**src/rtl/sp_unit.sv**
```systemverilog
// Hardware stack-pointer unit: push/pop/load/adjust with bounds checking and sticky error flags.
// Derived views of sp (count, full, empty, wr_addr) are combinational; sp, ack and flags are registered.
module sp_unit #(
  parameter int unsigned WIDTH  = 32,
  parameter int unsigned STEP   = 4,
  parameter logic [WIDTH-1:0] TOP    = WIDTH'(32'h0000_1000),
  parameter logic [WIDTH-1:0] BOTTOM = WIDTH'(32'h0000_0800),
  localparam int unsigned DEPTH = int'((TOP - BOTTOM) / WIDTH'(STEP)),
  localparam int unsigned CW    = $clog2(DEPTH + 1)
) (
  input  logic             clk,
  input  logic             rstn,
  input  logic             en,
  input  logic             push,
  input  logic             pop,
  input  logic             load,
  input  logic [WIDTH-1:0] load_val,
  input  logic             adj,
  input  logic [11:0]      adj_off,
  input  logic             clr_err,
  output logic [WIDTH-1:0] sp,
  output logic [WIDTH-1:0] wr_addr,
  output logic [CW-1:0]    count,
  output logic             full,
  output logic             empty,
  output logic             ack,
  output logic             ovf,
  output logic             unf,
  output logic             rng_err
);

  localparam int unsigned      SHW        = $clog2(STEP);
  localparam logic [WIDTH-1:0] STEP_W     = WIDTH'(STEP);
  localparam logic [WIDTH-1:0] ALIGN_MASK = WIDTH'(STEP - 1);

  logic [WIDTH-1:0] sp_nxt;
  logic [WIDTH-1:0] cand;
  logic [WIDTH-1:0] adj_sext;
  logic [WIDTH-1:0] occ_bytes;
  logic             cand_ok;
  logic             ack_nxt;
  logic             ovf_set;
  logic             unf_set;
  logic             rng_set;

  // Derived views follow sp with no latency
  assign occ_bytes = TOP - sp;
  assign count     = CW'(occ_bytes >> SHW);
  assign full      = (sp == BOTTOM);
  assign empty     = (sp == TOP);
  assign wr_addr   = sp - STEP_W;

  assign adj_sext = {{(WIDTH-12){adj_off[11]}}, adj_off};
  assign cand     = load ? load_val : (sp + adj_sext);
  assign cand_ok  = (cand >= BOTTOM) && (cand <= TOP) &&
                    ((cand & ALIGN_MASK) == (TOP & ALIGN_MASK));

  // Operation select: load > adj > push/pop
  always_comb begin
    sp_nxt  = sp;
    ack_nxt = 1'b0;
    ovf_set = 1'b0;
    unf_set = 1'b0;
    rng_set = 1'b0;
    if (en) begin
      if (load || adj) begin
        if (cand_ok) begin
          sp_nxt  = cand;
          ack_nxt = 1'b1;
        end else begin
          rng_set = 1'b1;
        end
      end else if (push && pop) begin
        ack_nxt = 1'b1;
      end else if (push) begin
        if (full) begin
          ovf_set = 1'b1;
        end else begin
          sp_nxt  = sp - STEP_W;
          ack_nxt = 1'b1;
        end
      end else if (pop) begin
        if (empty) begin
          unf_set = 1'b1;
        end else begin
          sp_nxt  = sp + STEP_W;
          ack_nxt = 1'b1;
        end
      end
    end
  end

  // A new error outranks a coincident clear
  always_ff @(posedge clk or negedge rstn) begin
    if (!rstn) begin
      sp      <= TOP;
      ack     <= 1'b0;
      ovf     <= 1'b0;
      unf     <= 1'b0;
      rng_err <= 1'b0;
    end else begin
      sp      <= sp_nxt;
      ack     <= ack_nxt;
      ovf     <= ovf_set | (ovf     & ~clr_err);
      unf     <= unf_set | (unf     & ~clr_err);
      rng_err <= rng_set | (rng_err & ~clr_err);
    end
  end

endmodule

```
**config.mk**
```make
export PLATFORM = sky130hd
export DESIGN_NAME = sp_unit
export DESIGN_NICKNAME = d
export VERILOG_FILES = /design/src/rtl/sp_unit.sv
export SDC_FILE = /design/constraint.sdc
export NUM_CORES = 1
export LEC_CHECK = 0
export CORE_ASPECT_RATIO = 0.5
export CORE_MARGIN = 4
export CORE_UTILIZATION = 47
export DETAILED_ROUTE_END_ITERATION = 8
export GPL_TIMING_DRIVEN = 0
export PLACE_DENSITY_LB_ADDON = 0.05
export SLEW_MARGIN = 20
export SYNTH_ARGS = -nofsm -noshare
export SYNTH_HDL_FRONTEND = slang
export SYNTH_SLANG_ARGS = --single-unit
```
**constraint.sdc**
```tcl
create_clock -name clk -period 3.5 [get_ports clk]
set_clock_uncertainty 0.05 [all_clocks]
set_input_delay 1.05 -clock clk [delete_from_list [all_inputs] [get_ports clk]]
set_output_delay 1.05 -clock clk [all_outputs]
set_load 0.01 [all_outputs]
```
==> out/qor.csv <==
metric;value;unit
outcome;complete, but fails checks;
failing checks;setup timing;
DP HPWL;18500;um
final core occ;77.4;%
global-route usage over all layers;35.7;%
antenna cells;0;
DRT iter0 DRCs;1060;
vias per cell;6.51;
WP data arrival;4.28;ns
Max-Cap Viols;0;
CP startpoint kind;primary input;
dpl cells;1083;
GP Congestion;0.953;
fmax;240;MHz
RSZ-0062 raised after global routing;yes;
Non-Filler Instances;1173;
later-pin clock latency in the skew report;0.28;ns
Congestion Overflow GR;0;
met3 GRT Util;9.65;%
CTS max path bufs;2;
ys async rst share;100;%
clock buffer count from CTS;5;
initial antenna violation count;0;
routed length per placed instance;22.8;um
sequential area share after synthesis;15.8;%
footprint of the multi-input gates;5530;sq um
CTS tree;yes;
setup_tns;-20.58;ns
Ys Warns;0;
Final min period;4.16;ns
Synth Register Bits;36;
filler cell count;838;
R2R depth;15;
Mapped Area;5700;sq um
Worst R2R Setup Slack;-0.47;ns
Post-Synthesis Cells;789;
Final WS setup;-0.662;ns
vias;7637;
FF-to-FF Start;sp[0]$_DFFE_PN0P_;
CP most frequent cell;o31ai_4;
Clock Pin Slew Worst Setup and Hold Paths;0.06;ns
Synth-to-Final Area Change;60.8;%
vias in the first global route;7001;
Worst path max stage delay;0.41;ns
M2 GR Usage;52.8;%
crit end category;flop;
Hold Crit Start;unf$_DFF_PN0_;
H-tree levels;2;
Final Max Tran Viols;0;
detailed-route DRC error count;0;
cell depth of the worst hold path;2;
worst path required time;3.62;ns
library cells used by synthesis;82;
Slowest-stage cell, CP;fa_2;
nets@finish;1093;
largest net degree at the start of global routing;23;
Final Setup Violations;42;
die area;14100;sq um
maximum vdd drop;0.260;mV
Leak;3.97;nW
top_reg_cell synth;dfrtp_1;
Hold EP;unf$_DFF_PN0_;
number of nets with antenna violations after routing;0;
syn_nets;875;
CTS Sinks;36;
Root Driver;clkbuf_16;
CTS hold repair buffers;0;
Tcrit/Tclk final;119;%
first drt pass iteration count;6;
Port Buffers;128;
Placeable Area;11800;sq um
layout cell share with drive strength beyond 1;31.0;%
relative slew slack;30.2;%
Power Dens Cells;404;nW/um^2
# IOs;132;
DRT Wirelength;26700;um
die height;85.9;um
die width;164;um
FP Rows;28;
Cell Chain, Critical Path;buf_8 > ha_4 > inv_2 > fa_2 > nand2b_4 > a211oi_4 > a21oi_4 > a21boi_4 > a31oi_4 > o31ai_4 > xnor2_2 > o2111a_1 > nand4b_4 > o31ai_4 > buf_6 > mux2_4;
Syn Area/Cell;7.22;sq um
worst min-delay path category;flop to flop;
first-pass GRT wire length;39300;um
Top Usage Layer GRT;met2;
Initial Utilization;48.1;%
Reg area;906;sq um
RR Endpoint;sp[8]$_DFFE_PN0P_;
CP max FO;6;
number of flops mapped to enable cells by yosys;0;
worst slew pin tran;1.04;ns
grt met1 use;52.0;%
kind of critical path;primary input to flop;
Final Hold Fails;0;
-- routing by layer --
metal,vias up,share of wire (%)
met5,-,0
met4,0,2.4
met2,562,41
met1,3616,43
met3,83,13
li1,3376,-
-- critical path, delay by kind of cell --
family | cells | cell delay, ns
compound gates | 7 | 1.60
xor+xnor | 1 | 0.19
fa+ha+maj | 2 | 0.53
buf+inv | 3 | 0.28
mux | 1 | 0.30
simple gates | 2 | 0.32
-- layout by cell type (no fill, tap or decap), types with 8 or more instances in the layout --
| cell type | instances |
|---|---|
| nor4_1 | 15 |
| a21oi_1 | 48 |
| o21ai_0 | 27 |
| o21ai_1 | 11 |
| dlygate4sd2_1 | 12 |
| o31ai_1 | 8 |
| nand3_1 | 19 |
| nor3_1 | 21 |
| ha_1 | 17 |
| a21o_1 | 23 |
| dfrtp_1 | 32 |
| clkbuf_2 | 16 |
| and3_1 | 12 |
| buf_2 | 15 |
| buf_6 | 21 |
| a21oi_2 | 8 |
| nand2_1 | 75 |
| nor2_1 | 57 |
| o21a_1 | 12 |
| xor2_1 | 32 |
| xnor2_1 | 20 |
| a31oi_1 | 10 |
| dlymetal6s2s_1 | 9 |
| inv_1 | 10 |
| buf_4 | 79 |
| xnor2_2 | 9 |
| clkbuf_1 | 20 |
| nand2b_1 | 8 |
| ha_4 | 11 |
| nand4_1 | 18 |
| clkdlybuf4s50_1 | 85 |
| or3_1 | 8 |
| nor3_4 | 8 |
| nor3_2 | 9 |
-- synth_stat cells (8+ instances only) --
master	count	area share, %
nand2b_1	10	1.1
ha_1	33	7.2
inv_1	14	0.92
nand4_1	18	2.0
and3_1	12	1.3
nor2b_1	8	0.88
dfrtp_1	35	15
nor3_1	37	3.2
nor2_1	65	4.3
xor2_1	37	5.7
o21ai_0	42	3.7
a21oi_1	61	5.4
nand2_1	83	5.5
clkbuf_1	44	2.9
or3_1	10	1.1
xnor2_1	30	4.6
nand3_1	21	1.8
buf_2	9	0.79
a22oi_1	8	1.1
a31oi_1	14	1.5
o21a_1	12	1.6
nor4_1	19	2.1
o31ai_1	12	1.6
a21o_1	23	3.0
-- cell families after synthesis --
family	after synthesis	share of synthesized area, %
compound gates	248	30.2
xor+xnor	67	10.3
fa+ha+maj	34	7.60
buf+inv	77	5.62
flops	36	15.8
mux	10	1.95
simple gates	317	28.5
-- power breakdown --
group	internal, mW	switching (mW)	leakage [nW]
sequential	0.474	0.113	0.457
combinational	1.18	1.41	3.43
clock	0.336	0.190	0.0808
-- final cells by class --
type,instances,area share [%]
Sequential cell,36,9.89
Buffer,54,3.40
Multi-Input combinational cell,676,60.4
Timing Repair Buffer,220,21.7
Clock buffer,6,1.41
Clock inverter,2,0.382
Tap cell,165,2.25
Inverter,14,0.628
-- flip-flops by register name, indices dropped and copies added, names as in the netlist --
register,count
sp,32
ack,1
ovf,1
rng_err,1
unf,1
-- per-stage QoR --
stage | power [mW] | worst slack [ns] | area [sq um] | hold slack, ns
after floorplan | 1.73 | -0.603 | 5920 | 0.508
after global placement | 2.42 | -2.24 | 7410 | 0.473
after detailed placement | 2.44 | -2.27 | 7420 | 0.470
after CTS | 3.43 | -0.627 | 8760 | 0.478
after global routing | 3.86 | -0.743 | 9160 | 0.526
final | 3.70 | -0.662 | 9160 | 0.478
-- worst max-delay path by stage --
stage	slack [ns]	to	start	cells after the start
after CTS	-0.63	sp[8]$_DFFE_PN0P_	adj_off[0]	16
after global routing	-0.74	sp[8]$_DFFE_PN0P_	adj_off[0]	16
after floorplan	-0.60	sp[10]$_DFFE_PN0P_	adj_off[0]	14
after global placement	-2.24	sp[8]$_DFFE_PN0P_	adj_off[11]	14
after detailed placement	-2.27	sp[8]$_DFFE_PN0P_	adj_off[11]	13
final	-0.66	sp[8]$_DFFE_PN0P_	adj_off[0]	16
-- repair_timing --
action                     CTS  global route
buffers inserted            63            28
setup endpoints to repair   66            58
gates cloned                 2             0
gates resized for setup    225           107
pin swaps                   77            49
Power figures use the tool's default switching activity.
